**src/rtl/fp16_pkg.sv**
```systemverilog
`default_nettype none
// +----------------------------------------------------------------------+
// | Module      : fp16_pkg                                               |
// | Description : Shared constants, flag bit indices and the FIFO entry  |
// |               type for the FP16 arithmetic stream adapters.          |
// | Revision    : 1.0 - initial release                                  |
// +----------------------------------------------------------------------+
package fp16_pkg;

  localparam int FP16_DWIDTH      = 16;
  localparam int FP16_FLAG_W      = 5;
  localparam int FP16_MUL_LATENCY = 5;

  // Flag bit positions as produced by the arithmetic cores
  localparam int FLG_ANY  = 4;
  localparam int FLG_ANAN = 3;
  localparam int FLG_BNAN = 2;
  localparam int FLG_AINF = 1;
  localparam int FLG_BINF = 0;

  // One buffered product: the result word with its flags in the low bits
  typedef struct packed {
    logic [FP16_DWIDTH-1:0] result;
    logic [FP16_FLAG_W-1:0] flags;
  } fp16_mul_entry_t;

endpackage
`default_nettype wire

```
**src/rtl/fp16_sync_fifo_fwft.sv**
```systemverilog
`default_nettype none
// +----------------------------------------------------------------------+
// | Module      : fp16_sync_fifo_fwft                                    |
// | Description : Single-clock first-word fall-through FIFO. The head    |
// |               entry is always visible on rdata while not empty.      |
// |               Pointers carry one extra wrap bit to tell full from    |
// |               empty.                                                 |
// | Revision    : 1.0 - initial release                                  |
// +----------------------------------------------------------------------+
module fp16_sync_fifo_fwft #(
  parameter int WIDTH = 21,
  parameter int DEPTH = 8
) (
  input  logic                   clk,
  input  logic                   rst,
  input  logic                   push,
  input  logic [WIDTH-1:0]       wdata,
  input  logic                   pop,
  output logic [WIDTH-1:0]       rdata,
  output logic                   full,
  output logic                   empty,
  output logic [$clog2(DEPTH):0] count
);

  localparam int AW = $clog2(DEPTH);

  logic [AW:0]      r_wrPtr;
  logic [AW:0]      r_rdPtr;
  logic [WIDTH-1:0] r_mem [DEPTH];
  logic             w_wrEn;
  logic             w_rdEn;

  assign empty  = (r_wrPtr == r_rdPtr);
  assign full   = (r_wrPtr[AW] != r_rdPtr[AW]) && (r_wrPtr[AW-1:0] == r_rdPtr[AW-1:0]);
  assign count  = r_wrPtr - r_rdPtr;
  assign rdata  = r_mem[r_rdPtr[AW-1:0]];
  assign w_rdEn = pop && !empty;
  // A write into a full FIFO is only safe when the head leaves in the same cycle
  assign w_wrEn = push && (!full || w_rdEn);

  // Pointer update; both pointers advance independently
  always_ff @(posedge clk) begin
    if (rst) begin
      r_wrPtr <= '0;
      r_rdPtr <= '0;
    end else begin
      if (w_wrEn) r_wrPtr <= r_wrPtr + 1'b1;
      if (w_rdEn) r_rdPtr <= r_rdPtr + 1'b1;
    end
  end

  // Storage array; contents need no reset because the pointers gate visibility
  always_ff @(posedge clk) begin
    if (w_wrEn) r_mem[r_wrPtr[AW-1:0]] <= wdata;
  end

  a_noOverflow:  assert property (@(posedge clk) disable iff (rst) !(push && full && !pop));
  a_noUnderflow: assert property (@(posedge clk) disable iff (rst) !(pop && empty));

endmodule
`default_nettype wire

```
**src/rtl/fp16_mul_stream_adapter.sv**
```systemverilog
`default_nettype none
// +----------------------------------------------------------------------+
// | Module      : fp16_mul_stream_adapter                                |
// | Description : Valid/ready wrapper around the stall-free pipelined    |
// |               FP16 multiplier. A valid bit shadows each issued pair  |
// |               through the multiplier latency; results land in an     |
// |               output FIFO. A credit counter only admits a pair when  |
// |               a FIFO slot is guaranteed for its product.             |
// |               Optional macro FP16_FLAG_STICKY_EN adds a sticky OR of |
// |               all popped flags with a synchronous clear.             |
// | Revision    : 1.0 - initial release                                  |
// +----------------------------------------------------------------------+
module fp16_mul_stream_adapter
  import fp16_pkg::*;
#(
  parameter int DWIDTH      = FP16_DWIDTH,
  parameter int FLAG_W      = FP16_FLAG_W,
  parameter int MUL_LATENCY = FP16_MUL_LATENCY,
  parameter int DEPTH       = 8
) (
  input  logic                   clk,
  input  logic                   rst,
  input  logic                   in_valid,
  output logic                   in_ready,
  input  logic [DWIDTH-1:0]      in_a,
  input  logic [DWIDTH-1:0]      in_b,
  output logic [DWIDTH-1:0]      mul_a,
  output logic [DWIDTH-1:0]      mul_b,
  input  logic [DWIDTH-1:0]      mul_result,
  input  logic [FLAG_W-1:0]      mul_flags,
  output logic                   out_valid,
  input  logic                   out_ready,
  output logic [DWIDTH-1:0]      out_result,
  output logic [FLAG_W-1:0]      out_flags,
  output logic [$clog2(DEPTH):0] occupancy,
  input  logic                   sticky_clr,
  output logic [FLAG_W-1:0]      sticky_flags
);

  localparam int            CW      = $clog2(DEPTH) + 1;
  localparam int            EW      = DWIDTH + FLAG_W;
  localparam logic [CW-1:0] C_DEPTH = CW'(DEPTH);

  logic [CW-1:0]          r_credit;
  logic [MUL_LATENCY-1:0] r_vpipe;
  logic                   w_fireIn;
  logic                   w_fireOut;
  logic                   w_push;
  logic                   w_full;
  logic                   w_empty;
  logic [CW-1:0]          w_fifoCount;
  logic [EW-1:0]          w_pushEntry;
  logic [EW-1:0]          w_headEntry;

  // Issue side: a zero operand pair is presented whenever nothing is issued
  assign in_ready  = (r_credit != '0);
  assign w_fireIn  = in_valid && in_ready;
  assign mul_a     = w_fireIn ? in_a : '0;
  assign mul_b     = w_fireIn ? in_b : '0;

  // Valid shadow of the multiplier pipeline
  generate
    if (MUL_LATENCY > 1) begin : g_vpipeShift
      always_ff @(posedge clk) begin
        if (rst) r_vpipe <= '0;
        else     r_vpipe <= {r_vpipe[MUL_LATENCY-2:0], w_fireIn};
      end
    end else begin : g_vpipeSingle
      always_ff @(posedge clk) begin
        if (rst) r_vpipe <= '0;
        else     r_vpipe <= w_fireIn;
      end
    end
  endgenerate

  assign w_push      = r_vpipe[MUL_LATENCY-1];
  assign w_pushEntry = {mul_result, mul_flags};

  // Credits: one is consumed per issued pair and returned per popped result
  always_ff @(posedge clk) begin
    if (rst) begin
      r_credit <= C_DEPTH;
    end else begin
      case ({w_fireIn, w_fireOut})
        2'b10:   r_credit <= r_credit - 1'b1;
        2'b01:   r_credit <= r_credit + 1'b1;
        default: r_credit <= r_credit;
      endcase
    end
  end

  assign occupancy = C_DEPTH - r_credit;

  fp16_sync_fifo_fwft #(
    .WIDTH (EW),
    .DEPTH (DEPTH)
  ) u_fifo (
    .clk   (clk),
    .rst   (rst),
    .push  (w_push),
    .wdata (w_pushEntry),
    .pop   (w_fireOut),
    .rdata (w_headEntry),
    .full  (w_full),
    .empty (w_empty),
    .count (w_fifoCount)
  );

  assign out_valid                = !w_empty;
  assign {out_result, out_flags}  = w_headEntry;
  assign w_fireOut                = out_valid && out_ready;

  // Every credit handed out is either still in the pipeline or sitting in the FIFO
  a_creditInvariant: assert property (@(posedge clk) disable iff (rst)
    ($countones(r_vpipe) + int'(w_fifoCount)) == int'(occupancy));
  a_fullMeansNoCredit: assert property (@(posedge clk) disable iff (rst)
    w_full |-> (r_credit == '0));

`ifdef FP16_FLAG_STICKY_EN
  logic [FLAG_W-1:0] r_sticky;

  // Sticky accumulation of popped flags; a clear overrides a same-cycle pop
  always_ff @(posedge clk) begin
    if (rst || sticky_clr) r_sticky <= '0;
    else if (w_fireOut)    r_sticky <= r_sticky | out_flags;
  end

  assign sticky_flags = r_sticky;
`else
  logic w_unused_stickyClr;
  assign w_unused_stickyClr = sticky_clr;
  assign sticky_flags       = '0;
`endif

endmodule
`default_nettype wire
```
**config.mk**
```make
export PLATFORM = sky130hd
export DESIGN_NAME = fp16_mul_stream_adapter
export DESIGN_NICKNAME = d
export VERILOG_FILES = /design/src/rtl/fp16_pkg.sv /design/src/rtl/fp16_sync_fifo_fwft.sv /design/src/rtl/fp16_mul_stream_adapter.sv
export SDC_FILE = /design/constraint.sdc
export NUM_CORES = 1
export LEC_CHECK = 0
export CORE_MARGIN = 5
export CORE_UTILIZATION = 35
export CTS_BUF_LIST = sky130_fd_sc_hd__clkbuf_4 sky130_fd_sc_hd__clkbuf_8 sky130_fd_sc_hd__clkbuf_16
export DETAILED_ROUTE_END_ITERATION = 8
export MAX_ROUTING_LAYER = met4
export PLACE_DENSITY_LB_ADDON = 0.3
export SLEW_MARGIN = 20
export SYNTH_ARGS = -nofsm -noshare
export SYNTH_HDL_FRONTEND = slang
export SYNTH_HIERARCHICAL = 1
export SYNTH_SLANG_ARGS = --single-unit
```
**constraint.sdc**
```tcl
create_clock -name clk -period 8.1 [get_ports clk]
set_input_delay 0.81 -clock clk [delete_from_list [all_inputs] [get_ports clk]]
set_output_delay 0.81 -clock clk [all_outputs]
set_load 0.02 [all_outputs]
```
==> summary by stage, run 1 <==
Critical path
The cell class contributing the biggest share of worst-path delay is simple AND/OR/NAND/NOR gates. Counting both buffers and inverters, the worst setup path holds a total of 1. The type of the worst setup path is reg -> reg. The critical path goes through ha_1 > nand3_1 > nor2_1 > nor2b_1 > o31ai_4 > nor3_2 > buf_4. In this run the worst path has a maximum fanout of 12. The kind of launch point of the worst setup path is a flop.

STA puts the critical path data required time at 8.21 ns. The library cell contributing the largest single delay on the critical path is sky130_fd_sc_hd__nor3_2. The setup slack of the most critical reg-to-reg path is 4.28 ns.

The arrival time of data at the critical path endpoint is 3.93 ns. STA classifies the critical path endpoint as a flop. The highest cell delay on the worst timing path is 0.81 ns.

Layout
Leaving out fill and tap cells, the most frequent cells in the layout are sky130_fd_sc_hd__edfxtp_1, sky130_fd_sc_hd__clkdlybuf4s50_1, sky130_fd_sc_hd__mux4_1. The final-layout fill cell count is between 1500 and 2000. Leaving out fill and tap cells, the most frequent cell in the layout is sky130_fd_sc_hd__edfxtp_1. The layout overhead on the synthesized area is 25.78%.

The post-layout net count is between 500 and 600. The share of post-route cells with drive strength above 1 is 15.41%. 0 antenna diodes ended up in the layout.

Detailed routing
The number of vias per cell after detailed routing is just under 5. The total via count after detailed routing is between 4000 and 5000. The average routed wire per standard cell is 18.72 µm. The final layout contains routed wiring with a total length of around 15000 µm. In the routed design, unresolved DRC markers number 0. The number of antenna-violating nets in the routed design is 0. The pre-antenna-repair detailed-routing pass consisted of 4 iterations. The detailed router finished its first iteration with between 200 and 250 violations.

Power and ir drop
The leakage power figure is around 3.3 nW. The maximum resistive drop on vdd is roughly 0.17 mV. The power per unit of standard cell area is about 210 nW/µm².

Clock network
The post-CTS setup buffer count is 0. The number of gates resized after cts is 0. In this run the number of H-tree levels came out at 4. The buffer type at the clock tree root is sky130_fd_sc_hd__clkbuf_16. The clock tree from TritonCTS is yes.

CTS saw roughly 190 sinks. Counting the buffers created by CTS gives 17. The number of hold buffers added after CTS was 0. The maximum clock path buffer count is 2. The clock transition at the register clock pins on the worst setup and hold paths after CTS is around 0.07 ns. The clock reaches the later pin of the worst-skew pair after between 0.4 and 0.5 ns.

Worst hold path
The class of the tightest hold or removal check is reg -> reg.

Global routing
The global-route wire length before repair is 23760 µm. After global routing the overflow that remains totals 0. The initial antenna violation count was 0. The largest net degree at the start of global routing is 43. The total global routing track utilization is approximately 12%. The via count of the first global-routing pass came to approximately 4400.

Floorplanning
The initial core utilization is 35.57%. For this design the top-level I/O count stands at around 120. The height of the die is roughly 160 µm. The site row count is 54. The region available for standard cell placement spans roughly 22000 µm². In this run the horizontal extent of the chip is between 150 and 200 µm. The area enclosed by the die boundary is 25330 µm².

Place
Detailed placement finished with a half-perimeter wire length of between 9000 and 10000 µm. The placer congestion estimate is around 0.8. Input and output buffers added on the ports amount to between 100 and 150.

STA
The maximum clock skew at final layout is about 0.0093 ns. The remaining max-slew budget at the tightest pin is between 30% and 40%. Setup violations remaining at the end of the flow were counted as 0.

The time the final worst path needs with I/O delays and setup is ~3.8 ns. The final-layout setup total negative slack is 0 ns. The measured slew at the worst slew-check pin is approximately 1.0 ns.

Setup repair after global routing left no endpoint under its margin. The hold violation count in the final report is 0. The worst hold slack across all endpoints is ~0.44 ns.

Timing would allow up to roughly 260 MHz. The max-slew violation total from the final report came to 0. The share of the cycle needed by the critical path after routing is ~47%.

Logic synthesis
A synthesized cell averages 19.47 µm². The Yosys step of the flow raised 6 warnings. In this run the cell area of the synthesized design comes to a little under 8000 µm². The count of mapped cells out of synthesis is 400.

Run
The reported max-cap violation count is 0.

Status
The flow ran to the end, and the final reports show no timing, DRC or antenna violations.
stage by stage:
stage | cells | util [%] | instance area, µm² | total power, W | setup slack [ns]
global placement | 780 | 42.12 | 9220 | 0.001322 | 4.262
global route | 812 | 44.74 | 9793 | 0.002176 | 4.018
detailed placement | 780 | 42.12 | 9220 | 0.001329 | 4.143
floorplan | 404 | - | 7801 | 0.001225 | 3.742
CTS | 812 | 44.71 | 9787 | 0.002115 | 4.130
finish | 812 | 44.74 | 9793 | 0.002092 | 4.280
final cells by class:
| class | instances | area (µm²) | share of cell area (%) |
|---|---|---|---|
| tap | 280 | 350.3 | 3.577 |
| inverter | 8 | 30.03 | 0.3066 |
| sequential | 188 | 5446 | 55.62 |
| timing repair buffer | 124 | 1219 | 12.44 |
| multi-input combinational | 180 | 2181 | 22.27 |
| clock buffer | 18 | 432.9 | 4.421 |
| clock inverter | 14 | 133.9 | 1.367 |
report_power, final:
part	internal, W	switching (W)	leakage (nW)	total (W)
Sequential	0.00106	0.0000109	1.67	0.00107
Clock	0.000433	0.000351	0.271	0.000783
Combinational	0.000116	0.000119	1.32	0.000235
worst register-to-register path: cells and delay by family, from the launching register on:
kind | cells | cell delay, ns
flip-flops | 1 | 0.60
buffers and inverters | 1 | 0.38
AO/OA/AOI/OAI | 1 | 0.25
AND/OR/NAND/NOR | 4 | 1.96
adder cells (fa/ha/maj) | 1 | 0.31
sequential cells by signal, summed over array words and instances, names as in the netlist, named ones only:
register / flops
u_fifo/r_rdPtr: 4
r_credit: 4
r_vpipe: 5
u_fifo/r_wrPtr: 4
u_fifo/r_mem: 168
routing by layer:
layer  vias to the layer above  GRT usage, %  routed length [µm]
met5                         -             -                   0
met4                         0         4.188                 215
met3                        16         2.330                 613
met2                       127         21.70                7941
met1                      2038         14.36                6433
li1                       1851             -                   -
final timing paths:
path / end / cells past startpoint / startpoint
worst max-delay path: u_fifo/r_mem[6][3] / 7 / u_fifo/r_wrPtr[1]
worst max register to register: u_fifo/r_mem[6][3] / 7 / u_fifo/r_wrPtr[1]
worst min-delay path: r_vpipe[3] / 1 / r_vpipe[2]
worst min register to register: r_vpipe[3] / 1 / r_vpipe[2]
Note: power is estimated with default switching activity, not from simulation.
==> inputs of run 2 (changes only) <==
clock period = 3.51 ns   (was 8.1 ns; I/O delays follow)
==> summary by stage, run 2 (synthesis results as in run 1) <==
STA
The time the final worst path needs with I/O delays and setup is around 2.9 ns. The final-layout setup total negative slack is 0 ns (unchanged). The remaining max-slew budget at the tightest pin is 47.79% (+18 points). The maximum clock skew at final layout is 0.008563 ns (-0.0007208 ns).

The hold violation count in the final report is 0 (unchanged). The timing-limited maximum frequency is ~340 MHz. The share of the cycle needed by the critical path after routing is 82.80%. The number of failing setup endpoints in the final timing report was 0 (unchanged).

The measured slew at the worst slew-check pin is 0.7823 ns (-0.2607 ns). Setup repair after global routing left no endpoint under its margin. The max-slew violation total from the final report came to 0 (unchanged).

Detailed routing
The average routed wire per standard cell is 18.99 µm (+1.4%). The total via count after detailed routing is 4090 (+1.4%). The total detailed-routing wirelength is 15670 µm (+3.1%). The number of vias per cell after detailed routing is 4.958 (-0.16%). The violation count after the first detailed-routing iteration is 176 (-13%). The number of search-and-repair iterations in the first detailed-routing pass is 4 (unchanged). The number of antenna-violating nets in the routed design was 0 (unchanged). The number of design rule violations left after detail routing is 0 (unchanged).

Critical path
The arrival time of data at the critical path endpoint is 2.56 ns (-1.37 ns). The critical path is of the reg -> out type. The maximum fanout encountered on the critical timing path is 14 (+2). The critical path data required time is 3.16 ns (-5.05 ns).

The cell depth of the worst flop-to-flop path was 12 (+5). The setup slack of the most critical reg-to-reg path was 0.62 ns (-3.66 ns). The worst register-to-register path begins at u_fifo/r_wrPtr[1]. The endpoint identified for the worst register-to-register timing path is r_credit[3].

The worst setup path is captured at a primary output. STA classifies the critical path startpoint as a flop.

Status
The run finished with clean final reports.

Worst hold path
The class of the tightest hold or removal check is reg -> reg. The cell depth of the worst min-delay path was 1 (unchanged). The worst hold path endpoint is r_vpipe[3]. The startpoint identified for the worst hold timing path is r_vpipe[2].

Place
The number of port buffers is 115 (unchanged). The placer congestion estimate was 0.9163 (+15%). The instance area at placement is 9329 µm² (+1.2%). The half-perimeter wire length after detailed placement came to 10340 µm (+7.6%).

Clock network
The maximum clock path buffer count is 2 (unchanged). The number of clock sinks seen by CTS is 188 (unchanged). The count of hold buffers inserted by post-cts repair came to 0 (unchanged). The H-tree depth reported by CTS is 4 (unchanged). The clock latency at the later pin of the worst-skew pair is 0.42 ns (about the same). The clock transition at the register clock pins on the worst setup and hold paths after CTS is 0.06 ns (about the same).

The tree is rooted in a sky130_fd_sc_hd__clkbuf_16. The total clock buffers created by CTS is 17 (unchanged). The number of gates resized after cts came to 0 (unchanged). The clock tree from TritonCTS is yes.

The post-CTS setup buffer count came to 0 (unchanged).

Run
The reported max-cap violation count is 0 (unchanged).

Layout
In the layout the commonest cells are sky130_fd_sc_hd__edfxtp_1, sky130_fd_sc_hd__clkdlybuf4s50_1, sky130_fd_sc_hd__mux4_1. The library cell used most frequently in the layout, excluding fill and tap cells, is sky130_fd_sc_hd__edfxtp_1. The flip-flop count of the largest register after layout came to 168 (unchanged). The layout overhead on the synthesized area is 27.59%. The final cell area excluding filler cells is 9935 µm² (+1.4%).

The post-layout net count is 600 (+2.2%). The final-layout fill cell count is 1898 (+0.26%). The share of post-route cells with drive strength above 1 is 17.28% (+1.9 points).

Power and ir drop
The share of total power consumed by net switching is 21.98% (-0.99 points). The power per unit of standard cell area is 499.0 nW/µm² (+130%). The internal power of the cells is 0.003867 W (+140%). The clock network fraction of design power is 39.0% (+1.6 points). The combinational share of power is 11.0% (-0.2 points). The net switching power of the design is 0.001090 W (+130%). The leakage power figure is 3.360 nW (+2.9%). The total power draw came to 0.004957 W (+140%). The maximum resistive drop on vdd is 0.2921 mV (+69%). The sequential fraction of design power was 50.0% (-1.3 points).

Floorplanning
The height of the die is 159.2 µm (unchanged). The initial core utilization came to 35.57% (unchanged). The count of boundary I/O pins is 122 (unchanged). The area enclosed by the die boundary is 25330 µm² (unchanged). The site row count is 54 (unchanged). The total core area is 21890 µm² (unchanged).

The overall die width is 159.2 µm (unchanged).

Global routing
The initial antenna violation count is 1 (+1). The largest net degree at the start of global routing is 43 (unchanged). The global-route wire length before repair is 24440 µm (+2.9%). The total congestion overflow is 0 (unchanged). The via count of the first global-routing pass is 4430 (-0.25%).

The total global routing track utilization was 12.89% (+0.50 points).
[run 2: cell count changes in the layout (fill, tap and decap cells not counted), moves of 2 or more]
cell,previous run,this run
sky130_fd_sc_hd__buf_4,9,21
sky130_fd_sc_hd__inv_6,5,3
sky130_fd_sc_hd__nor2_2,1,3
sky130_fd_sc_hd__bufinv_16,1,3
sky130_fd_sc_hd__nor2_4,2,0
[run 2: power by group through the flow]
stage / Combinational [W] / Sequential [W] / Clock, W
finish: 0.000547 / 0.00248 / 0.00193
global route: 0.000594 / 0.00248 / 0.00209
global placement: 0.000543 / 0.00253 / 0
detailed placement: 0.000550 / 0.00253 / 0
floorplan: 0.000306 / 0.00252 / 0
CTS: 0.000554 / 0.00248 / 0.00198
[run 2: worst max-delay path by stage]
stage	endpoint	slack, ns	cells after the start
6_report	out_result[3]	0.60	4
5_1_grt	r_credit[3]	0.26	13
2_1_floorplan	u_fifo/r_mem[0][0]	-0.33	7
4_1_cts	out_flags[2]	0.55	4
3_5_place_dp	r_credit[3]	0.60	13
3_3_place_gp	r_credit[3]	0.66	12
[run 2: cell type report]
class,count,area (µm²),share of cell area [%]
sequential,188,5446,54.82
multi-input combinational,180,2173,21.88
timing repair buffer,137,1329,13.38
clock buffer,19,440.4,4.433
tap,280,350.3,3.526
clock inverter,12,162.7,1.637
inverter,8,30.03,0.3023
antenna,1,2.502,0.02519
[run 2: critical path, cell delays in order (launching register included)]
cell and delay [ns]:
sky130_fd_sc_hd__dfxtp_2 0.41, sky130_fd_sc_hd__buf_4 0.30, sky130_fd_sc_hd__mux4_1 0.59, sky130_fd_sc_hd__mux2_2 0.29
sky130_fd_sc_hd__clkdlybuf4s50_1 0.55
[run 2: per-stage QoR]
step,std cells,hold slack [ns],util (%),setup WS [ns]
floorplan,404,0.4138,-,-0.3284
global placement,793,0.4185,42.62,0.6622
detailed placement,793,0.4254,42.62,0.6011
CTS,824,0.4412,45.37,0.5526
global route,825,0.4691,45.38,0.2559
finish,825,0.4380,45.38,0.6039
[run 2: layer usage]
metal	vias to the layer above	part of all wire (%)	global-route usage (%)
met4	0	1.7	4.071
met3	23	5.6	3.495
met5	-	0	-
li1	1872	-	-
met2	142	50	21.16
met1	2053	43	15.61
==> inputs of run 3 (changes only) <==
clock period = 2.7 ns   (was 3.51 ns; I/O delays follow)
==> summary by stage, run 3 (synthesis results as in run 1) <==
Layout
The share of post-route cells with drive strength above 1 was 18.86% (+1.6 points). The layout overhead on the synthesized area is 28.35%. The final cell area excluding filler cells is 9993 µm² (+0.59%). The top cell types in the final layout, fill and taps aside, are sky130_fd_sc_hd__edfxtp_1, sky130_fd_sc_hd__clkdlybuf4s50_1, sky130_fd_sc_hd__mux4_1. The final instance count without filler cells came to 826 (+0.12%). The count of inserted antenna diode cells came to 0 (-1).

The final-layout fill cell count was 1895 (-0.16%). The flip-flop count of the largest register after layout is 168 (unchanged). The post-layout net count is 601 (+0.17%). Leaving out fill and tap cells, the most frequent cell in the layout is sky130_fd_sc_hd__edfxtp_1.

Floorplanning
The overall die width is 159.2 µm (unchanged). The count of boundary I/O pins was 122 (unchanged). The total core area is 21890 µm² (unchanged).

The area enclosed by the die boundary is 25330 µm² (unchanged). The initial core utilization is 35.57% (unchanged). The height of the die came to 159.2 µm (unchanged). The site row count is 54 (unchanged).

STA
The share of the cycle needed by the critical path after routing is a little over nine tenths. The maximum clock skew at final layout came to 0.009209 ns (+0.0006463 ns). The final worst setup slack is 0.1159 ns (-0.4880 ns). The hold violation count in the final report came to 0 (unchanged). The time the final worst path needs with I/O delays and setup is about 2.6 ns. The worst hold slack across all endpoints is 0.4383 ns (+0.0002920 ns). The remaining max-slew budget at the tightest pin is 54.91% (+7.1 points). The final-layout setup total negative slack came to 0 ns (unchanged). The number of failing setup endpoints in the final timing report came to 0 (unchanged).

Timing would allow up to just under 400 MHz. The max-slew violation total from the final report came to 0 (unchanged). The measured slew at the worst slew-check pin was 0.6742 ns (-0.1081 ns).

Clock network
The total clock buffers created by CTS came to 17 (unchanged). CTS placed an instance of sky130_fd_sc_hd__clkbuf_16 at the clock tree root. The maximum clock path buffer count is 2 (unchanged).

The H-tree depth reported by CTS is 4 (unchanged). The clock tree from TritonCTS is yes. The clock transition at the register clock pins on the worst setup and hold paths after CTS is 0.07 ns (about the same). The post-CTS setup buffer count was 0 (unchanged). The clock latency at the later pin of the worst-skew pair is 0.42 ns (about the same). The number of clock sinks seen by CTS was 188 (unchanged).

Detailed routing
The number of design rule violations left after detail routing was 0 (unchanged). The violation count after the first detailed-routing iteration is 203 (+15%). The number of vias per cell after detailed routing was 4.930 (-0.56%). The number of antenna-violating nets in the routed design came to 0 (unchanged). The total via count after detailed routing came to 4072 (-0.44%).

The average routed wire per standard cell is 18.89 µm (-0.53%). The total detailed-routing wirelength was 15610 µm (-0.41%). The number of search-and-repair iterations in the first detailed-routing pass is 4 (unchanged).

Global routing
The global-route wire length before repair was 24320 µm (-0.48%). The total global routing track utilization is 12.74% (-0.15 points). The via count of the first global-routing pass came to 4372 (-1.3%). The largest net degree at the start of global routing was 43 (unchanged).

The initial antenna violation count is 0 (-1). The total congestion overflow is 0 (unchanged).

Critical path
The maximum fanout encountered on the critical timing path was 33 (+19). The library cell contributing the largest single delay on the critical path is sky130_fd_sc_hd__clkdlybuf4s50_1. The highest cell delay on the worst timing path was 0.54 ns (-0.05 ns). The arrival time of data at the critical path endpoint is 2.31 ns (-0.25 ns).

The logic depth of the worst setup path including buffers is 6 (+2). The critical path data required time is 2.43 ns (-0.73 ns). The critical path is of the reg -> out type. The cell depth of the worst flop-to-flop path is 12 (unchanged). On the critical path the largest part of the delay comes from buffers and inverters. The signal on the critical path passes through inv_1 > ha_1 > or3b_1 > buf_6 > and3_1 > clkdlybuf4s50_1. The worst path buffer plus inverter count came to 3 (+1). STA classifies the critical path endpoint as a primary output. The kind of launch point of the worst setup path is a flop.

Power and ir drop
The sequential fraction of design power is 51.5% (+1.5 points). The share of total power consumed by net switching was 23.66% (+1.7 points). The net switching power of the design came to 0.001475 W (+35%). The internal power of the cells came to 0.004761 W (+23%). The combinational share of power is 11.3% (+0.3 points). The power per unit of standard cell area is 624.0 nW/µm² (+25%). The leakage power figure is 3.631 nW (+8.1%). The clock network fraction of design power is 37.1% (-1.9 points).

The maximum resistive drop on vdd came to 0.3936 mV (+35%).

Status
The run finished with clean final reports.

Place
The number of port buffers came to 115 (unchanged). The instance area at placement is 9394 µm² (+0.70%). The placer congestion estimate came to 0.8107 (-12%). The setup slack after placement came to 0.09694 ns (-0.5041 ns). The half-perimeter wire length after detailed placement was 9631 µm (-6.8%). The instance count after placement with tap cells included is 793 (unchanged).

Run
The reported max-cap violation count is 0 (unchanged).

Worst hold path
The class of the tightest hold or removal check is reg -> reg. The cell depth of the worst min-delay path is 1 (unchanged).
[run 3: cell types whose count changed in the layout (fill, tap and decap cells not counted), sizes merged]
cell           delta
clkinvlp          -3
clkdlybuf4s50    -43
inv               +2
clkbuf            -1
buf               +1
diode             -1
clkinv            +6
dlymetal6s2s     +14
dlygate4sd2      +29
bufinv            -3
[run 3: path summary, 6_finish.rpt]
path,startpoint,endpoint,slack [ns]
worst max-delay path,r_credit[1],mul_b[8],0.12
worst min-delay path,r_vpipe[1],r_vpipe[2],0.44
worst max register to register,u_fifo/r_wrPtr[0],r_credit[3],0.22
worst min register to register,r_vpipe[1],r_vpipe[2],0.44
[run 3: what timing repair did]
item	4_1_cts	5_1_grt
gates cloned	1	0
gates resized for setup	30	18
endpoints found under the setup margin	29	25
hold buffers	0	0
[run 3: layer usage]
metal	up-vias	routed length [µm]	track usage, %
met5	-	0	-
met4	0	133	2.675
met3	12	982	3.650
met2	145	7996	21.76
met1	2036	6493	15.13
li1	1879	-	-
[run 3: area by class of cell]
class	count	area, µm²	share of cell area, %
Inverter	8	30.03	0.3005
Multi-Input combinational cell	180	2213	22.15
Clock buffer	18	432.9	4.332
Tap cell	280	350.3	3.506
Clock inverter	14	130.1	1.302
Timing Repair Buffer	138	1384	13.85
Sequential cell	188	5453	54.56
[run 3: worst reg2reg max path: stages (launching register included)]
cell and delay (ns):
sky130_fd_sc_hd__dfxtp_4 0.40, sky130_fd_sc_hd__inv_1 0.09, sky130_fd_sc_hd__ha_1 0.30, sky130_fd_sc_hd__nand3_2 0.08
sky130_fd_sc_hd__nor2_2 0.18, sky130_fd_sc_hd__nor2b_4 0.06, sky130_fd_sc_hd__ha_1 0.21, sky130_fd_sc_hd__inv_1 0.14
sky130_fd_sc_hd__ha_1 0.29, sky130_fd_sc_hd__a21oi_1 0.20, sky130_fd_sc_hd__a211oi_1 0.09, sky130_fd_sc_hd__a31oi_1 0.19
sky130_fd_sc_hd__mux2i_1 0.19
[run 3: power by group through the flow]
stage | sequential (W) | clock (W) | combinational [W]
after floorplan | 0.00328 | 0 | 0.000399
after global placement | 0.00328 | 0 | 0.000710
after detailed placement | 0.00328 | 0 | 0.000723
after CTS | 0.00321 | 0.00238 | 0.000718
after global routing | 0.00322 | 0.00252 | 0.000769
final | 0.00321 | 0.00232 | 0.000706
[run 3: through the flow]
stage	total power, W	utilization (%)
after floorplan	0.003676	-
after global placement	0.003986	42.91
after detailed placement	0.004000	42.91
after CTS	0.006316	45.44
after global routing	0.006501	45.65
final	0.006236	45.65
